==> src/rtl/cdc_handshake_tx.sv <==
// Source-domain half of a 4-phase req/ack CDC handshake with an M-flop ack synchronizer.
// Optional sticky ack-timeout flag is built only when CDC_TIMEOUT_EN is defined.
module cdc_handshake_tx #(
    parameter int DATA_WIDTH     = 8,
    parameter int M              = 2,
    parameter int TIMEOUT_CYCLES = 1024
) (
    input  logic                  clk,
    input  logic                  reset,
    input  logic                  in_valid,
    output logic                  in_ready,
    input  logic [DATA_WIDTH-1:0] in_data,
    output logic                  req_out,
    output logic [DATA_WIDTH-1:0] data_out,
    input  logic                  ack_in,
    output logic                  busy,
    output logic                  timeout_err
);

    typedef enum logic [1:0] {
        IDLE   = 2'd0,
        REQ_HI = 2'd1,
        ACK_LO = 2'd2
    } state_t;

    state_t         state;
    logic [M-1:0]   ack_sync;
    logic           ack_s;
    logic           accept;

    // ack_in is asynchronous; everything downstream sees only the last flop of the chain
    always_ff @(posedge clk) begin
        if (reset) begin
            ack_sync <= '0;
        end else begin
            ack_sync <= {ack_sync[M-2:0], ack_in};
        end
    end

    assign ack_s    = ack_sync[M-1];
    assign in_ready = (state == IDLE) && !ack_s;
    assign accept   = in_valid && in_ready;
    assign busy     = (state != IDLE);

    always_ff @(posedge clk) begin
        if (reset) begin
            state    <= IDLE;
            req_out  <= 1'b0;
            data_out <= '0;
        end else begin
            case (state)
                IDLE: begin
                    if (accept) begin
                        data_out <= in_data;
                        req_out  <= 1'b1;
                        state    <= REQ_HI;
                    end
                end
                REQ_HI: begin
                    if (ack_s) begin
                        req_out <= 1'b0;
                        state   <= ACK_LO;
                    end
                end
                ACK_LO: begin
                    if (!ack_s) begin
                        state <= IDLE;
                    end
                end
                default: begin
                    req_out <= 1'b0;
                    state   <= IDLE;
                end
            endcase
        end
    end

`ifdef CDC_TIMEOUT_EN
    localparam int CW = $clog2(TIMEOUT_CYCLES + 1);
    localparam logic [CW-1:0] TO_LIMIT = CW'(TIMEOUT_CYCLES);

    logic [CW-1:0] to_cnt;

    // The flag only reports a slow ack; the handshake itself keeps waiting
    always_ff @(posedge clk) begin
        if (reset) begin
            to_cnt      <= '0;
            timeout_err <= 1'b0;
        end else if (accept) begin
            to_cnt <= '0;
        end else if ((state == REQ_HI) && !ack_s && (to_cnt != TO_LIMIT)) begin
            to_cnt <= to_cnt + CW'(1);
            if (to_cnt == (TO_LIMIT - CW'(1))) begin
                timeout_err <= 1'b1;
            end
        end
    end
`else
    assign timeout_err = 1'b0;
`endif

    a_data_stable : assert property (@(posedge clk) disable iff (reset)
        (req_out && $past(req_out)) |-> $stable(data_out));

    a_no_req_on_ack : assert property (@(posedge clk) disable iff (reset)
        $rose(req_out) |-> !$past(ack_s));

    a_state_legal : assert property (@(posedge clk) disable iff (reset)
        state inside {IDLE, REQ_HI, ACK_LO});

    a_param_legal : assert property (@(posedge clk) disable iff (reset)
        (M >= 2) && (TIMEOUT_CYCLES >= 1));

endmodule

==> config.mk <==
export PLATFORM = sky130hd
export DESIGN_NAME = cdc_handshake_tx
export DESIGN_NICKNAME = d
export VERILOG_FILES = /design/src/rtl/cdc_handshake_tx.sv
export SDC_FILE = /design/constraint.sdc
export NUM_CORES = 1
export LEC_CHECK = 0
export ABC_AREA = 1
export BUFFER_PORTS_ARGS = -buffer_cell sky130_fd_sc_hd__buf_2
export CAP_MARGIN = 40
export CORE_MARGIN = 2
export CORE_UTILIZATION = 45
export DETAILED_ROUTE_END_ITERATION = 10
export PLACE_DENSITY_LB_ADDON = 0.08
export SLEW_MARGIN = 30
export SYNTH_ARGS = -nofsm -noshare
export SYNTH_HDL_FRONTEND = slang
export SYNTH_SLANG_ARGS = --single-unit
==> constraint.sdc <==
create_clock -name clk -period 1.2 [get_ports clk]
set_clock_uncertainty 0.1 [all_clocks]
set_input_delay 0.06 -clock clk [delete_from_list [all_inputs] [get_ports clk]]
set_output_delay 0.06 -clock clk [all_outputs]
set_load 0.005 [all_outputs]
==> run summary, run 1 <==
Place WS = 0.115 ns
clock buffer depth = 2
share of cells above drive strength 1 = 28.8%
Detail Route Antenna Nets = 0
WL met3 = 69 microns
Fillers = 121
Core Util, Final = 63.2%
Vias/cell = 4.29
Initial Utilization = 47.4%
Max FO, Critical Path = 3
share of power burned in the clock network = 28.3%
Crit path largest cell delay = 0.35 ns
Synth Cell Area = 609 sq um
R2R cell count = 6
Global Route Usage Sum = 15.2%
Max Freq = 844 MHz
most common cell after layout, fill and taps aside = inv_1
WL met2 = 486 microns
routed via count = 570
power per cell area = 1140 mW/mm^2
maximum vdd drop = 0.000755 V
outcome = completed
worst flop-to-flop path startpoint = state[1]$_SDFFE_PP0P_
sequential-to-total area share from yosys stat = 42.7%
library cells used by synthesis = 16
Slowest cell on crit path = dfxtp_4
worst setup path startpoint = state[1]$_SDFFE_PP0P_
Core Rows = 13
CTS tree = yes
area delta synth->final = 33.3%
Fin. Hold Viols = 0
DR DRC count = 0
Detailed Routing Iterations Pass 1 = 4
clk_lat worst skew = 0.27 ns
die area = 0.00166 sq mm
CP cell instances = or2_4 -> nor2_1 -> buf_2
max layer used = met4
H-tree levels = 1
drt initial violations = 1
Placed Cells = 124
Worst setup EP type = output port
Finish-stage setup viols = 0
Min-Delay Path Class = input pin to flip-flop
Worst Path Buf+Inv = 1
post-DR wirelength/cell = 8.53 microns
Sw Ratio = 27.0%
fin. max-slew vios = 0
number of nets in the layout = 131
Syn Inst Count = 89
Synth Register Bits = 13
core area = 0.00128 sq mm
setup ws final = 0.0155 ns
# IOs = 24
Sequential Power Share = 51.4%
wl on met1 = 566 microns
commonest cells after routing, fill and taps aside = inv_1 (26), buf_2 (22), nand2_1 (17)
RSZ-0062 raised after global routing = true
worst path required time = 1.04 ns
Placer Congestion = 0.700
first-pass GRT wire length = 1.63 mm
CP top delay family = flip-flops
Layout Cells excl Fill = 133
crit path kind = flip-flop to output port
Max-cap violations = 0
clock sink count = 13
min Tclk post-route = 1.18 ns
die span in x = 40.8 microns
final WL = 1.14 mm
WP data arrival = 1.02 ns
Clk pin slew, worst setup/hold paths = 0.08 ns
synth warn = 0
Reg2Reg Setup Slack = 0.03 ns
Critical Path Stages = 3
r2r endpoint = data_out[2]$_SDFFE_PP0P_
die height = 40.8 microns
initial antenna violation count = 0
PortBufs = 22
combinational share of power = 20.3%
Startpoint Class = flip-flop
HPWL after DPL = 770 microns
Avg Inst Size Synth = 6.85 sq um
Net Switching = 0.000250 W
Setup crit end = in_ready
GRT overflow = 0
cell-internal power = 0.000679 W
Inserted Diodes = 0
cell chosen for the clock root = clkbuf_4
vias in the first global route = 418
Num CTS Buffers = 3
syn nets = 101
final period utilization = 98.7%
pin count of the biggest net entering global routing = 11
Lkg Pwr = 0.480 nW
[synthesized netlist by cell type (all sizes together)]
| master | instances | area share (%) |
|---|---|---|
| nand4 | 8 | 8.2 |
| buf | 2 | 2.1 |
| o21ai | 2 | 1.6 |
| nand2 | 17 | 10 |
| dfxtp | 13 | 43 |
| inv | 27 | 17 |
| or2 | 1 | 1.0 |
| conb | 1 | 0.62 |
| nand3 | 2 | 3.7 |
| clkinv | 1 | 0.62 |
| nor2 | 13 | 11 |
| a21oi | 2 | 1.6 |
[power by group through the flow]
| stage | logic, W | clock network (W) | registers [W] |
|---|---|---|---|
| 3_5_place_dp | 0.000167 | 0 | 0.000492 |
| 5_1_grt | 0.000217 | 0.000297 | 0.000483 |
| 4_1_cts | 0.000183 | 0.000281 | 0.000478 |
| 2_1_floorplan | 0.000104 | 0 | 0.000495 |
| 3_3_place_gp | 0.000166 | 0 | 0.000491 |
| 6_report | 0.000189 | 0.000263 | 0.000477 |
[worst min path at each step]
stage	start	end	slack [ns]	cells after the start
floorplan	reset	req_out$_SDFFE_PP0P_	0.03	1
global placement	ack_in	ack_sync[0]$_SDFF_PP0_	0.16	3
detailed placement	ack_in	ack_sync[0]$_SDFF_PP0_	0.17	3
CTS	in_data[5]	data_out[5]$_SDFFE_PP0P_	0.006	5
global route	in_data[5]	data_out[5]$_SDFFE_PP0P_	0.02	5
finish	in_data[5]	data_out[5]$_SDFFE_PP0P_	0.008	5
[per-layer routing]
| layer | GRT usage (%) | vias to the layer above |
|---|---|---|
| met1 | 18.2 | 232 |
| met5 | 0 | - |
| li1 | - | 321 |
| met4 | 10.0 | 0 |
| met2 | 23.0 | 15 |
| met3 | 4.89 | 2 |
[flip-flops by register name (all words and copies together) (netlist names)]
name	cells
ack_sync	2
state	2
data_out	8
req_out	1
[timing repair]
item,4_1_cts,5_1_grt
resized for setup,4,1
pin swaps,2,1
hold endpoints to repair,4,0
endpoints found under the setup margin,2,10
cloned,0,1
setup buffers,2,0
hold buffers,2,0
[through the flow]
| step | hold WS, ns | cell area (sq um) | power (W) | setup TNS, ns |
|---|---|---|---|---|
| 6_report | 0.00846 | 812 | 0.000929 | 0 |
| 5_1_grt | 0.0154 | 812 | 0.000997 | -0.244 |
| 4_1_cts | 0.00599 | 795 | 0.000941 | -0.0150 |
| 3_5_place_dp | 0.168 | 726 | 0.000659 | 0 |
| 3_3_place_gp | 0.159 | 726 | 0.000657 | 0 |
| 2_1_floorplan | 0.0291 | 609 | 0.000599 | 0 |
[tightest hold or removal path, stage by stage]
cell and delay, ns:
buf_2 0.07, inv_1 0.03, nand4_1 0.07, nand2_1 0.04
nor2_1 0.07
[layout make-up]
class | count | area [sq um] | share of cell area [%]
inverter | 28 | 105 | 12.9
sequential | 13 | 265 | 32.7
tap | 15 | 18.8 | 2.31
clock buffer | 4 | 26.3 | 3.24
multi-input combinational | 47 | 251 | 31.0
timing repair buffer | 26 | 145 | 17.9
[cells by family after synthesis]
group	Yosys count	synth area share (%)
other	1	0.615
buffers and inverters	30	19.3
DFF	13	42.7
AOI/OAI and AO/OA	4	3.29
and+or+nand+nor	41	34.1
(Power assumes the default switching activity.)
==> run 2: changes to the inputs <==
Settings changed: SETUP_SLACK_MARGIN from default to 0.02.
==> run summary, run 2 (same netlist as run 1, synthesis figures left out) <==
outcome = completed
Inserted Diodes = 0
worst setup path startpoint = state[1]$_SDFFE_PP0P_
clock sink count = 13
Lkg Pwr = 0.480 nW
maximum vdd drop = 0.000760 V
number of nets in the layout = 131
share of cells above drive strength 1 = 29.7%
Detailed Routing Iterations Pass 1 = 4
power per cell area = 1150 mW/mm^2
pin count of the biggest net entering global routing = 11
Largest Register = data_out
Max FO, Critical Path = 3
die span in x = 40.8 microns
Reg2Reg Setup Slack = 0.05 ns
post-DR wirelength/cell = 8.58 microns
Vias/cell = 4.30
most common cell after layout, fill and taps aside = inv_1
# IOs = 24
Max-cap violations = 0
Fillers = 122
hold path depth = 5
min Tclk post-route = 1.19 ns
PortBufs = 22
routed via count = 572
HPWL after DPL = 770 microns
cell area after placement = 726 sq um
core area = 0.00128 sq mm
worst flop-to-flop path startpoint = state[1]$_SDFFE_PP0P_
vias in the first global route = 418
die area = 0.00166 sq mm
Setup crit end = in_ready
multi-input logic area = 254 sq um
r2r endpoint = data_out[2]$_SDFFE_PP0P_
worst path required time = 1.04 ns
final period utilization = 98.9%
largest registers = data_out: 8 flops, ack_sync: 2 flops, state: 2 flops
die height = 40.8 microns
Detail Route Antenna Nets = 0
area delta synth->final = 33.7%
RSZ-0062 raised after global routing = true
CTS tree = yes
drt initial violations = 1
Global Route Usage Sum = 15.2%
Placer Congestion = 0.700
first-pass GRT wire length = 1.63 mm
fin. max-slew vios = 0
Fin. Hold Viols = 0
Finish-stage setup viols = 0
crit path kind = flip-flop to output port
max reg flops = 8
Core Rows = 13
Final Total Pwr = 0.000933 W
clk_lat worst skew = 0.27 ns
DR DRC count = 0
Num CTS Buffers = 3
design area = 815 sq um
H-tree levels = 1
cell chosen for the clock root = clkbuf_4
Worst setup EP type = output port
Initial Utilization = 47.4%
commonest cells after routing, fill and taps aside = inv_1 (26), buf_2 (22), nand2_1 (16)
WP data arrival = 1.03 ns
R2R cell count = 6
GRT overflow = 0
Min-Delay Path Class = input pin to flip-flop
Max Freq = 843 MHz
clock buffer depth = 2
Clk pin slew, worst setup/hold paths = 0.08 ns
final WL = 1.14 mm
Startpoint Class = flip-flop
Reg area = 265 sq um
initial antenna violation count = 0
## run 2: cell count changes in the layout (fill, tap and decap cells not counted)
| cell | delta |
|---|---|
| nand2_1 | -1 |
| nand2_2 | +1 |
## run 2: stage by stage
| step | cells | TNS (ns) | util, % | setup WS, ns | hold WS [ns] |
|---|---|---|---|---|---|
| 2_1_floorplan | 89 | 0 | - | 0.177 | 0.0291 |
| 3_3_place_gp | 124 | 0 | 56.5 | 0.144 | 0.159 |
| 3_5_place_dp | 124 | 0 | 56.5 | 0.115 | 0.168 |
| 4_1_cts | 132 | -0.0150 | 61.8 | -0.0150 | 0.00597 |
| 5_1_grt | 133 | -0.0951 | 63.4 | -0.0416 | 0.0152 |
| 6_report | 133 | 0 | 63.4 | 0.0137 | 0.00739 |
## run 2: routing by layer
metal  wire length, microns  GRT usage [%]
met3                     86           4.89
met1                    543           18.2
met5                      0              0
met4                     13           10.0
met2                    498           23.0
## run 2: worst max-delay path: stages (launching register included)
cell,delay [ns]
dfxtp_4,0.35
or2_4,0.23
nor2_1,0.08
buf_2,0.11
## run 2: final cells by class
cell class | instances | share of cell area (%)
sequential | 13 | 32.6
multi-input combinational | 47 | 31.2
timing repair buffer | 26 | 17.8
inverter | 28 | 12.9
clock buffer | 4 | 3.23
tap | 15 | 2.30
## run 2: timing repair
action | 4_1_cts | 5_1_grt
hold endpoints to repair | 4 | 0
resized for setup | 4 | 2
setup buffers | 2 | 0
hold buffers | 2 | 0
gates cloned | 0 | 1
pin swaps | 3 | 1
endpoints found under the setup margin | 2 | 10
## run 2: worst min-delay path by stage
stage	startpoint	end	slack [ns]
floorplan	reset	req_out$_SDFFE_PP0P_	0.03
global placement	ack_in	ack_sync[0]$_SDFF_PP0_	0.16
detailed placement	ack_in	ack_sync[0]$_SDFF_PP0_	0.17
CTS	in_data[5]	data_out[5]$_SDFFE_PP0P_	0.006
global route	in_data[5]	data_out[5]$_SDFFE_PP0P_	0.02
finish	in_data[5]	data_out[5]$_SDFFE_PP0P_	0.007
## run 2: power by group
part,internal [W],total (W),switching [W],leakage [nW]
logic,0.0000893,0.000191,0.000102,0.357
registers,0.000462,0.000477,0.0000153,0.109
clock network,0.000129,0.000264,0.000136,0.0150
total,0.000680,0.000933,0.000253,0.480
==> run 3: changes to the inputs <==
Settings changed: RECOVER_POWER from default to 50.
==> run summary, run 3 (same netlist as run 1, synthesis figures left out) <==
outcome = completed
Max Freq = 843 MHz
Startpoint Class = flip-flop
Place WS = 0.115 ns
fin. max-slew vios = 0
Placer Congestion = 0.700
post-DR wirelength/cell = 8.59 microns
Vias/cell = 4.30
setup ws final = 0.0134 ns
number of nets in the layout = 131
Num CTS Buffers = 3
area delta synth->final = 32.9%
clock buffer depth = 2
Reg2Reg Setup Slack = 0.04 ns
RSZ-0062 raised after global routing = true
final period utilization = 98.9%
maximum vdd drop = 0.000736 V
setup TNS = 0 ns
Largest Register = data_out
die height = 40.8 microns
die area = 0.00166 sq mm
Lkg Pwr = 0.465 nW
Inserted Diodes = 0
Core Rows = 13
Initial Utilization = 47.4%
DR DRC count = 0
drt initial violations = 1
power per cell area = 1150 mW/mm^2
Max-cap violations = 0
min Tclk post-route = 1.19 ns
Slowest cell on crit path = dfxtp_4
routed via count = 572
die span in x = 40.8 microns
core area = 0.00128 sq mm
Clk pin slew, worst setup/hold paths = 0.08 ns
share of cells above drive strength 1 = 26.3%
final WL = 1.14 mm
GRT overflow = 0
Detail Route Antenna Nets = 0
Global Route Usage Sum = 15.2%
Max FO, Critical Path = 3
# IOs = 24
Crit path largest cell delay = 0.35 ns
most common cell after layout, fill and taps aside = inv_1
initial antenna violation count = 0
Fin. Hold Viols = 0
Finish-stage setup viols = 0
worst path required time = 1.04 ns
Worst setup EP type = output port
max reg flops = 8
vias in the first global route = 418
CP cell instances = or2_4 -> nor2_1 -> buf_2
crit path kind = flip-flop to output port
Placed Cells = 124
PortBufs = 22
clk_lat worst skew = 0.27 ns
Min-Delay Path Class = input pin to flip-flop
pin count of the biggest net entering global routing = 11
H-tree levels = 1
first-pass GRT wire length = 1.63 mm
clock sink count = 13
HPWL after DPL = 770 microns
Layout Cells excl Fill = 133
cell chosen for the clock root = clkbuf_4
CTS tree = yes
largest registers = data_out: 8 flops, ack_sync: 2 flops, state: 2 flops
WP data arrival = 1.03 ns
Detailed Routing Iterations Pass 1 = 5
commonest cells after routing, fill and taps aside = inv_1 (26), buf_2 (18), nand2_1 (16)
-- run 3: worst paths after layout --
kind,start,cells past startpoint,endpoint
worst max-delay path,state[1]$_SDFFE_PP0P_,3,in_ready
worst min-delay path,in_data[5],5,data_out[5]$_SDFFE_PP0P_
worst max register to register,state[1]$_SDFFE_PP0P_,6,data_out[2]$_SDFFE_PP0P_
worst min register to register,ack_sync[0]$_SDFF_PP0_,2,ack_sync[1]$_SDFF_PP0_
-- run 3: cell type report --
cell class	count	area, sq um
clock buffers	4	26.3
fillers	122	475
inverters	28	105
multi-input cells	47	254
flip-flops and latches	13	265
well taps	15	18.8
repair buffers	26	140
-- run 3: critical path, delay by kind of cell, from the launching register on --
kind	cells	cell delay, ns
buf+inv	1	0.11
flops	1	0.35
simple gates	2	0.31
-- run 3: what timing repair did --
action / CTS / global route
cloned: 0 / 1
setup buffers: 2 / 0
hold endpoints to repair: 4 / 0
pin swaps: 3 / 1
hold buffers: 2 / 0
resized for setup: 4 / 2
endpoints found under the setup margin: 2 / 10
-- run 3: per-layer routing --
layer / GRT usage, % / up-vias / part of all wire, %
met1: 18.2 / 231 / 48
met3: 4.89 / 2 / 8.0
met4: 10.0 / 0 / 1.1
met5: 0 / - / 0
li1: - / 320 / -
met2: 23.0 / 19 / 43
-- run 3: through the flow --
step | power [W] | hold slack (ns) | utilization [%] | area [sq um]
2_1_floorplan | 0.000599 | 0.0291 | - | 609
3_3_place_gp | 0.000657 | 0.159 | 56.5 | 726
3_5_place_dp | 0.000659 | 0.168 | 56.5 | 726
4_1_cts | 0.000942 | 0.00597 | 61.8 | 795
5_1_grt | 0.000998 | 0.0152 | 63.0 | 810
6_report | 0.000931 | 0.00689 | 63.0 | 810
-- run 3: where the power goes --
part           switching, W  internal [W]  total (W)
Combinational      0.000102     0.0000865   0.000188
Clock              0.000136      0.000129   0.000265
Sequential        0.0000156      0.000462   0.000478
